**src/rtl/fifo_arb_pkg.sv**
```systemverilog
// Shared types and helpers for the FIFO write-port arbiter.
// Holds the arbiter state encoding and the round-robin pointer increment.
package fifo_arb_pkg;

  typedef enum logic [1:0] {
    ST_ARB,
    ST_LOCK,
    ST_CLR,
    ST_DONE
  } arb_state_e;

  function automatic int unsigned rr_next(
    input int unsigned idx,
    input int unsigned n
  );
    return (idx + 1 >= n) ? 0 : idx + 1;
  endfunction

endpackage

```
**src/rtl/rr_prio_select.sv**
```systemverilog
// Combinational round-robin priority select.
// Rotates the request vector by the pointer and picks the first set bit.
module rr_prio_select #(
  parameter  int N  = 4,
  localparam int IW = $clog2(N)
) (
  input  logic [N-1:0]  req_i,
  input  logic [IW-1:0] ptr_i,
  output logic [N-1:0]  gnt_oh_o,
  output logic [IW-1:0] gnt_idx_o,
  output logic          any_o
);

  logic [N-1:0] rot;
  int           sel;
  int           sum;

  always_comb begin
    rot   = N'({req_i, req_i} >> ptr_i);
    sel   = 0;
    any_o = 1'b0;
    // Downward scan so the lowest rotated index wins.
    for (int i = N - 1; i >= 0; i--) begin
      if (rot[i]) begin
        sel   = i;
        any_o = 1'b1;
      end
    end
    sum = int'(ptr_i) + sel;
    if (sum >= N) sum = sum - N;
    gnt_idx_o = IW'(sum);
    gnt_oh_o  = any_o ? (N'(1) << gnt_idx_o) : '0;
  end

endmodule

```
**src/rtl/fifo_wr_rr_arbiter.sv**
```systemverilog
// Packet-atomic round-robin arbiter for a shared FIFO write port.
// Also sequences a one-cycle FIFO clear on a flush request.
module fifo_wr_rr_arbiter
  import fifo_arb_pkg::*;
#(
  parameter  int NUM_REQ    = 4,
  parameter  int DATA_WIDTH = 8,
  parameter  int PKT_LOCK   = 1,
  localparam int IW         = $clog2(NUM_REQ)
) (
  input  logic                          clk,
  input  logic                          rst_n,
  input  logic [NUM_REQ-1:0]            s_valid,
  input  logic [NUM_REQ-1:0]            s_last,
  input  logic [NUM_REQ*DATA_WIDTH-1:0] s_data,
  output logic [NUM_REQ-1:0]            s_ready,
  input  logic                          i_flush,
  output logic                          o_flush_done,
  output logic [IW-1:0]                 o_grant_id,
  output logic                          o_busy,
  output logic                          fifo_wr_en,
  output logic [DATA_WIDTH-1:0]         fifo_wr_data,
  input  logic                          fifo_full,
  output logic                          fifo_clr
);

  arb_state_e        state_q, state_d;
  logic [IW-1:0]     ptr_q, ptr_d;
  logic [IW-1:0]     lock_q, lock_d;
  logic [IW-1:0]     gid_q, gid_d;
  logic [NUM_REQ-1:0] arb_oh;
  logic [IW-1:0]     arb_idx;
  logic              arb_any;
  logic [NUM_REQ-1:0] gnt_oh;
  logic [IW-1:0]     gnt_idx;
  logic              gnt_ok;
  logic              acc;
  logic              last;
  logic              ends;

  rr_prio_select #(
    .N(NUM_REQ)
  ) u_sel (
    .req_i    (s_valid),
    .ptr_i    (ptr_q),
    .gnt_oh_o (arb_oh),
    .gnt_idx_o(arb_idx),
    .any_o    (arb_any)
  );

  always_comb begin
    gnt_idx = arb_idx;
    gnt_oh  = arb_oh;
    gnt_ok  = 1'b0;
    unique case (state_q)
      ST_ARB:  gnt_ok = arb_any && !i_flush;
      ST_LOCK: begin
        gnt_idx = lock_q;
        gnt_oh  = NUM_REQ'(1) << lock_q;
        gnt_ok  = 1'b1;
      end
      default: gnt_ok = 1'b0;
    endcase
    // Gating with rst_n keeps s_ready low while reset is held.
    s_ready      = (gnt_ok && rst_n && !fifo_full) ? gnt_oh : '0;
    acc          = |(s_valid & s_ready);
    last         = s_last[gnt_idx];
    ends         = acc && ((PKT_LOCK == 0) || last);
    fifo_wr_en   = acc;
    fifo_wr_data = s_data[int'(gnt_idx)*DATA_WIDTH +: DATA_WIDTH];
  end

  always_comb begin
    state_d = state_q;
    ptr_d   = ends ? IW'(rr_next(32'(gnt_idx), NUM_REQ)) : ptr_q;
    lock_d  = acc ? gnt_idx : lock_q;
    gid_d   = acc ? gnt_idx : gid_q;
    unique case (state_q)
      ST_ARB: begin
        if (i_flush) state_d = ST_CLR;
        else if (acc && !ends) state_d = ST_LOCK;
      end
      ST_LOCK: if (ends) state_d = ST_ARB;
      ST_CLR:  state_d = ST_DONE;
      ST_DONE: begin
        state_d = ST_ARB;
        ptr_d   = '0;
      end
      default: state_d = ST_ARB;
    endcase
  end

  always_ff @(posedge clk or negedge rst_n) begin
    if (!rst_n) begin
      state_q <= ST_ARB;
      ptr_q   <= '0;
      lock_q  <= '0;
      gid_q   <= '0;
    end else begin
      state_q <= state_d;
      ptr_q   <= ptr_d;
      lock_q  <= lock_d;
      gid_q   <= gid_d;
    end
  end

  assign fifo_clr     = (state_q == ST_CLR);
  assign o_flush_done = (state_q == ST_DONE);
  assign o_busy       = (state_q != ST_ARB);
  assign o_grant_id   = gid_q;

endmodule
```
**config.mk**
```make
export PLATFORM = sky130hd
export DESIGN_NAME = fifo_wr_rr_arbiter
export DESIGN_NICKNAME = d
export VERILOG_FILES = /design/src/rtl/fifo_arb_pkg.sv /design/src/rtl/rr_prio_select.sv /design/src/rtl/fifo_wr_rr_arbiter.sv
export SDC_FILE = /design/constraint.sdc
export NUM_CORES = 1
export LEC_CHECK = 0
export CORE_MARGIN = 2
export CORE_UTILIZATION = 37
export CTS_CLUSTER_DIAMETER = 30
export DETAILED_ROUTE_END_ITERATION = 10
export GPL_TIMING_DRIVEN = 1
export PLACE_DENSITY_LB_ADDON = 0.1
export SLEW_MARGIN = 10
export SYNTH_ARGS = -nofsm -noshare
export SYNTH_HDL_FRONTEND = slang
export SYNTH_HIERARCHICAL = 1
export SYNTH_SLANG_ARGS = --single-unit
export TNS_END_PERCENT = 50
```
**constraint.sdc**
```tcl
create_clock -name clk -period 3.55 [get_ports clk]
set_input_delay 0.5325 -clock clk [delete_from_list [all_inputs] [get_ports clk]]
set_output_delay 0.5325 -clock clk [all_outputs]
set_load 0.005 [all_outputs]
```
==> qor.log, run 1 <==
[floorplanning] I/O pin cnt 62
[timing] final period demand of the worst path 3.41 ns
[timing] achievable clock frequency 0.293 GHz
[timing] final-report max-slew violation count 0
[placed_design] Inst Count DP 203
[clock_network] Root Driver sky130_fd_sc_hd__clkbuf_4
[clock_network] TritonCTS Buffers 3
[floorplanning] Std-Cell Core Area 2480 sq um
[min_path] Tightest Hold Check Type flip-flop to flip-flop
[timing] RSZ-0062 raised after global routing yes
[timing] measured slew at the worst slew-check pin 0.508 ns
[worst_setup_path] startpoint kind of the worst setup timing path flip-flop
[timing] Total Neg Setup Slack 0 ns
[final_layout] Nets 233
[detailed_routing] Total Routed Length 3.17 mm
[worst_setup_path] dominant cell type by count on the critical path sky130_fd_sc_hd__buf_4
[worst_setup_path] Worst Reg-to-Reg Cells 15
[worst_setup_path] kind of end point of the critical path primary output
[clock_network] count of clock tree sinks 6
[grt] wire length of the first global-routing pass 5.28 mm
[detailed_routing] vias after detailed routing 1113
[logic_synthesis] post-synthesis cell type count 36
[detailed_routing] Detail Route Antenna Nets 0
[worst_setup_path] worst path bufs/invs 6
[floorplanning] Die W 55.3 um
[logic_synthesis] sequential share of the synthesized area 15.4%
[logic_synthesis] synthesized area per cell 9.65 sq um
[floorplanning] Total Die Area 3060 sq um
[worst_setup_path] worst setup path category flip-flop to primary output
[clock_network] maximum root-to-sink buffer count 2
[final_layout] post-layout instance area 1850 sq um
[min_path] hold path cells 1
[logic_synthesis] total of warnings raised by yosys 6
[clock_network] level count of the clock H-tree 1
[logic_synthesis] cell accounting for the most synthesized area sky130_fd_sc_hd__mux4_2
[power] Power Total 1430 uW
[power] Max IR drop VDD 0.580 mV
[logic_synthesis] syn nets 146
[floorplanning] row cnt 18
[grt] number of antenna violations at the first check in global routing 0
[detailed_routing] count of TritonRoute iterations in the first routing pass 4
[final_layout] signed area change from the synthesized netlist to the final layout 89.7%
[placed_design] cell area after placement 1720 sq um
[logic_synthesis] synthesized cell area 975 sq um
[worst_setup_path] required time at the worst-slack endpoint 3.02 ns
[logic_synthesis] number of instances in the synthesized netlist 101
[worst_setup_path] delay of the slowest critical-path stage 0.44 ns
[timing] worst clock skew 0.00393 ns
[power] static leakage power 0.000826 uW
[grt] overflow left after global routing 0
[placed_design] placed wire-length estimate 2.56 mm
[timing] number of endpoints with negative hold slack in the final report 0
[logic_synthesis] number of register bits inferred by synthesis 6
[clock_network] CTS tree yes
[worst_setup_path] largest fanout of any net on the critical path 7
[timing] worst slew margin relative to its limit 65.8%
[clock_network] Clk Latency, worst-skew pair 0.24 ns
[worst_setup_path] crit path max-delay cell type sky130_fd_sc_hd__dfrtp_2
[grt] pin count of the biggest net entering global routing 12
[clock_network] register clock-pin slew on the reported worst setup and hold paths 0.05 ns
[worst_setup_path] logic depth of the worst path, buffers included 14
[final_layout] final antenna diode count 0
[placed_design] Port Buffers 61
[logic_synthesis] top cell type's share of synthesized area 20.8%
[worst_setup_path] CP arrival 2.88 ns
[job] maximum capacitance violations 0
[worst_setup_path] Cell Chain, Critical Path buf_12 > nor3_2 > a311oi_1 > o21ai_1 > ha_2 > xnor2_2 > buf_4 > xnor2_1 > mux2i_1 > buf_4 > buf_4 > buf_4 > mux4_2 > clkbuf_2
[timing] period utilization 96.2%
[grt] number of global-route vias before repair 1211
[clock_network] CTS hold repair buffers 0
[run_status] outcome completed
[worst_setup_path] cell type group with the largest total delay on the critical path buffers and inverters
[final_layout] share of post-route cells with drive strength above 1 36.6%
[detailed_routing] iteration-0 DRC count of the detailed router 16
[detailed_routing] number of remaining DRC errors 0
[final_layout] number of standard cells in the layout, taps in and fillers out 216
[detailed_routing] average vias per placed instance 5.15
[placed_design] global placer's final weighted congestion 0.839
[power] power per cell area 772 nW/um^2
[grt] GRT Overall Usage 20.8%
[detailed_routing] Avg WL per Cell 14.7 um
[timing] Finish-stage setup viols 0
[floorplanning] starting utilization of the core area 39.3%
[floorplanning] die height 55.3 um
[final_layout] filler instances 199
[logic_synthesis] largest cells by area after synthesis sky130_fd_sc_hd__mux4_2 (21%), sky130_fd_sc_hd__dfrtp_1 (15%), sky130_fd_sc_hd__mux2i_1 (11%)
cells in the mapped netlist, drive strengths merged:
cell type	count
o211a	1
dfrtp	6
xnor2	3
nand2	9
a22oi	1
nand2b	4
a21oi	1
mux4	9
ha	1
inv	9
mux2	3
o2bb2ai	1
nor4	2
or2	1
nor3	1
nor2	9
o22ai	1
a311oi	2
a221oi	1
o22a	1
o211ai	2
buf	5
o21a	1
a22o	1
a211o	1
a2bb2oi	1
a31oi	1
mux2i	12
xor2	1
o21ai	1
nor2b	9
placed cells by master (no fill, tap or decap), types with 3 or more instances in the layout:
cell type	count
sky130_fd_sc_hd__clkbuf_2	7
sky130_fd_sc_hd__dlygate4sd2_1	6
sky130_fd_sc_hd__clkbuf_4	3
sky130_fd_sc_hd__nand2_1	9
sky130_fd_sc_hd__nor2_1	7
sky130_fd_sc_hd__dfrtp_1	4
sky130_fd_sc_hd__buf_4	24
sky130_fd_sc_hd__mux4_2	9
sky130_fd_sc_hd__nand2b_1	4
sky130_fd_sc_hd__mux2i_1	10
sky130_fd_sc_hd__inv_1	8
sky130_fd_sc_hd__clkdlybuf4s50_1	46
sky130_fd_sc_hd__nor2b_1	7
worst reg2reg max path: cells and delay by family, from the launching register on:
family	cells	cell delay, ns
buffers and inverters	4	0.49
flip-flops	1	0.44
adder cells (fa/ha/maj)	1	0.37
AO/OA/AOI/OAI	4	0.59
multiplexers	3	0.57
AND/OR/NAND/NOR	3	0.30
stage by stage:
stage | hold slack [ns] | util, % | setup WS (ns)
floorplan | 0.237 | - | 0.676
global placement | 0.508 | 69.2 | -0.308
detailed placement | 0.528 | 69.2 | -0.395
CTS | 0.534 | 71.9 | -0.0175
global route | 0.564 | 74.6 | -0.0566
finish | 0.534 | 74.6 | 0.136
where the power goes:
group / leakage (uW) / switching [uW] / internal [uW]
clock network: 0.0000138 / 22.3 / 38.1
registers: 0.0000727 / 55.0 / 98.4
logic: 0.000739 / 471 / 742
layer usage:
| metal | global-route usage, % | wire length [um] |
|---|---|---|
| met5 | 0 | 0 |
| met4 | 2.79 | 34 |
| met3 | 3.28 | 75 |
| met2 | 37.8 | 1680 |
| met1 | 26.3 | 1370 |
cell type report:
type | count | area (sq um) | area share, %
clock buffers | 3 | 22.5 | 1.22
inverters | 9 | 33.8 | 1.83
multi-input cells | 81 | 810 | 43.8
flip-flops and latches | 6 | 153 | 8.25
well taps | 30 | 37.5 | 2.03
repair buffers | 87 | 793 | 42.9
state kept, by name (all words and copies together) (netlist names):
signal      cells
ptr_q           2
o_grant_id      2
state_q         2
worst paths after layout:
| path | from | end | slack (ns) |
|---|---|---|---|
| min | state_q[0] | state_q[1] | 0.53 |
| max | ptr_q[0] | fifo_wr_data[7] | 0.14 |
| min reg2reg | state_q[0] | state_q[1] | 0.53 |
| max in group asynchronous | rst_n | ptr_q[0] | 2.76 |
| min in group asynchronous | rst_n | state_q[1] | 0.54 |
| max reg2reg | ptr_q[0] | o_grant_id[0] | 0.67 |
cell families (layout without fill, tap and decap cells):
logic type	Yosys count	after routing	share of synthesized area (%)
simple gates	35	35	17.7
mux	24	24	37.7
compound gates	17	17	16.7
buf+inv	14	99	7.57
flops	6	6	15.4
xor+xnor	4	4	3.60
fa+ha+maj	1	1	1.28
repair_timing:
item,in CTS,in global routing
gates cloned,1,0
pin swaps,2,2
buffers inserted,3,6
setup endpoints to repair,13,13
gates resized for setup,23,25
(Power assumes the default switching activity.)
==> run 2: changes to the inputs <==
--- a/config.mk
+++ b/config.mk
@@ -5,11 +5,12 @@
 export SDC_FILE = /design/constraint.sdc
 export NUM_CORES = 1
 export LEC_CHECK = 0
+export CAP_MARGIN = 10
 export CORE_MARGIN = 2
 export CORE_UTILIZATION = 37
 export CTS_CLUSTER_DIAMETER = 30
 export DETAILED_ROUTE_END_ITERATION = 10
-export GPL_TIMING_DRIVEN = 1
+export GPL_TIMING_DRIVEN = 0
 export PLACE_DENSITY_LB_ADDON = 0.1
 export SLEW_MARGIN = 10
 export SYNTH_ARGS = -nofsm -noshare
==> run 2 against run 1 <==
- global-route usage is 0.63 points lower
- utilization fell by 2.2 points
- sequential power about the same
- critical path depth down 2
- largest cell class unchanged
- highest routed layer unchanged
==> qor.log, run 2 (synthesis results as in run 1) <==
[grt] wire length of the first global-routing pass 5.00 mm [-5.2%]
[worst_setup_path] capture point of the worst path s_ready[2]
[clock_network] CTS tree yes
[detailed_routing] Total Routed Length 3.04 mm [-4.0%]
[detailed_routing] detailed-routed wire length on met3 109 um [+45%]
[placed_design] Port Buffers 61 [unchanged]
[worst_setup_path] Critical R2R Capture o_grant_id[0]
[clock_network] Clk Latency, worst-skew pair 0.24 ns [about the same]
[clock_network] level count of the clock H-tree 1 [unchanged]
[floorplanning] Std-Cell Core Area 2480 sq um [unchanged]
[min_path] Tightest Hold Check Type flip-flop to flip-flop
[final_layout] signed area change from the synthesized netlist to the final layout 84.1%
[worst_setup_path] largest fanout of any net on the critical path 9 [+2]
[floorplanning] Total Die Area 3060 sq um [unchanged]
[worst_setup_path] required time at the worst-slack endpoint 3.02 ns [about the same]
[power] static leakage power 0.000754 uW [-8.7%]
[worst_setup_path] Register-to-Register Setup Slack 0.61 ns [-0.06 ns]
[final_layout] final antenna diode count 0 [unchanged]
[floorplanning] die height 55.3 um [unchanged]
[clock_network] count of clock tree sinks 6 [unchanged]
[worst_setup_path] worst setup path category primary input to primary output
[final_layout] leading cell types in the layout, fill and taps excluded sky130_fd_sc_hd__clkdlybuf4s50_1 (46), sky130_fd_sc_hd__mux2i_1 (10), sky130_fd_sc_hd__nand2_1 (9), sky130_fd_sc_hd__buf_4 (9), sky130_fd_sc_hd__mux4_2 (9)
[detailed_routing] Detail Route Antenna Nets 0 [unchanged]
[grt] number of global-route vias before repair 1127 [-6.9%]
[clock_network] TritonCTS Buffers 3 [unchanged]
[clock_network] maximum root-to-sink buffer count 2 [unchanged]
[worst_setup_path] kind of end point of the critical path primary output
[detailed_routing] number of remaining DRC errors 0 [unchanged]
[power] Power Total 1390 uW [-2.8%]
[grt] overflow left after global routing 0 [unchanged]
[detailed_routing] Avg WL per Cell 14.9 um [+1.6%]
[final_layout] commonest non-fill, non-tap cell in the layout sky130_fd_sc_hd__clkdlybuf4s50_1
[detailed_routing] vias after detailed routing 1095 [-1.6%]
[timing] final-report max-slew violation count 0 [unchanged]
[placed_design] global placer's final weighted congestion 0.741 [-12%]
[final_layout] share of post-route cells with drive strength above 1 29.9% [-6.7 points]
[clock_network] CTS hold repair buffers 0 [unchanged]
[worst_setup_path] CP arrival 2.92 ns [+0.04 ns]
[floorplanning] I/O pin cnt 62 [unchanged]
[timing] measured slew at the worst slew-check pin 0.575 ns [+0.0669 ns]
[power] Max IR drop VDD 0.574 mV [-1.0%]
[timing] worst slew margin relative to its limit 61.3% [-4.5 points]
[grt] GRT Overall Usage 20.2% [-0.63 points]
[timing] Total Neg Setup Slack 0 ns [unchanged]
[grt] pin count of the biggest net entering global routing 10 [-2]
[worst_setup_path] startpoint kind of the worst setup timing path primary input
[timing] worst clock skew 0.00569 ns [+0.00177 ns]
[detailed_routing] count of TritonRoute iterations in the first routing pass 4 [unchanged]
[floorplanning] Die W 55.3 um [unchanged]
[detailed_routing] met1 routed wirelength after detailed routing 1.20 mm [-13%]
[timing] achievable clock frequency 0.290 GHz [-1.0%]
[run_status] outcome completed
[clock_network] register clock-pin slew on the reported worst setup and hold paths 0.04 ns [about the same]
[grt] number of antenna violations at the first check in global routing 0 [unchanged]
[worst_setup_path] Worst Reg-to-Reg Cells 14 [-1]
[timing] Finish-stage setup viols 0 [unchanged]
[worst_setup_path] Reg-to-Reg Start ptr_q[0]
[timing] period utilization 97.2% [+0.99 points]
[power] power per cell area 773 nW/um^2 [+0.18%]
[floorplanning] row cnt 18 [unchanged]
[timing] final period demand of the worst path 3.45 ns [+0.0352 ns]
[final_layout] Nets 221 [-5.2%]
[timing] RSZ-0062 raised after global routing yes
[detailed_routing] wire length on met2 1.69 mm [+0.24%]
[detailed_routing] average vias per placed instance 5.37 [+4.2%]
[detailed_routing] top sig layer met4
[final_layout] Final Util 72.4% [-2.2 points]
[detailed_routing] iteration-0 DRC count of the detailed router 23 [+7]
[worst_setup_path] crit path from s_valid[2]
[job] maximum capacitance violations 0 [unchanged]
[floorplanning] starting utilization of the core area 39.3% [unchanged]
[timing] number of endpoints with negative hold slack in the final report 0 [unchanged]
[placed_design] placed wire-length estimate 2.36 mm [-7.7%]
[clock_network] Root Driver sky130_fd_sc_hd__clkbuf_4
[run 2: changes by cell type in the layout (fill, tap and decap cells not counted), moves of 3 or more]
cell and change:
sky130_fd_sc_hd__dlygate4sd2_1 -3, sky130_fd_sc_hd__clkbuf_2 -3, sky130_fd_sc_hd__clkdlybuf4s15_1 +5, sky130_fd_sc_hd__buf_6 +5, sky130_fd_sc_hd__buf_4 -15
[run 2: cell type report]
type,count,area [sq um]
multi-input cells,81,835
fillers,204,683
repair buffers,70,663
flip-flops and latches,6,150
plain buffers,5,52.6
well taps,30,37.5
inverters,9,33.8
clock buffers,3,22.5
[run 2: repair_timing]
action | 4_1_cts | 5_1_grt
pin swaps | 4 | 7
setup buffers | 4 | 4
gates cloned | 1 | 0
gates resized for setup | 34 | 21
setup endpoints to repair | 13 | 13
[run 2: worst max-delay path: stages]
cell	delay, ns
sky130_fd_sc_hd__dlygate4sd2_1	0.27
sky130_fd_sc_hd__buf_6	0.15
sky130_fd_sc_hd__o21a_1	0.20
sky130_fd_sc_hd__a21oi_2	0.13
sky130_fd_sc_hd__o21ai_1	0.09
sky130_fd_sc_hd__ha_2	0.28
sky130_fd_sc_hd__nor2_1	0.15
sky130_fd_sc_hd__nand2_1	0.11
sky130_fd_sc_hd__mux2i_1	0.15
sky130_fd_sc_hd__mux2_2	0.19
sky130_fd_sc_hd__nor2b_2	0.15
sky130_fd_sc_hd__clkdlybuf4s50_1	0.50
[run 2: how the worst min path moves through the flow]
stage	from	end	cells after the start
after floorplan	rst_n	o_grant_id[0]	0
after global placement	state_q[0]	state_q[1]	1
after detailed placement	state_q[0]	state_q[1]	1
after CTS	state_q[0]	state_q[1]	1
after global routing	state_q[0]	state_q[1]	1
final	state_q[0]	state_q[1]	1
[run 2: per-stage QoR]
stage	cells	hold slack (ns)	worst slack (ns)	instance area, sq um
3_3_place_gp	192	0.505	-0.651	1620
4_1_cts	200	0.529	-0.0182	1730
6_report	204	0.531	0.101	1790
5_1_grt	204	0.552	-0.0762	1790
2_1_floorplan	101	0.237	0.676	975
3_5_place_dp	192	0.524	-0.706	1620
[run 2: where the power goes]
| part | leakage [uW] | internal (uW) | switching (uW) |
|---|---|---|---|
| combinational | 0.000665 | 706 | 469 |
| sequential | 0.0000759 | 96.9 | 53.8 |
| clock | 0.0000138 | 38.2 | 24.1 |
| total | 0.000754 | 841 | 547 |
[run 2: layer usage]
metal | GRT usage [%] | up-vias
met5 | 0 | -
met3 | 1.41 | 6
met1 | 24.6 | 533
met4 | 6.27 | 0
li1 | - | 526
met2 | 37.2 | 30
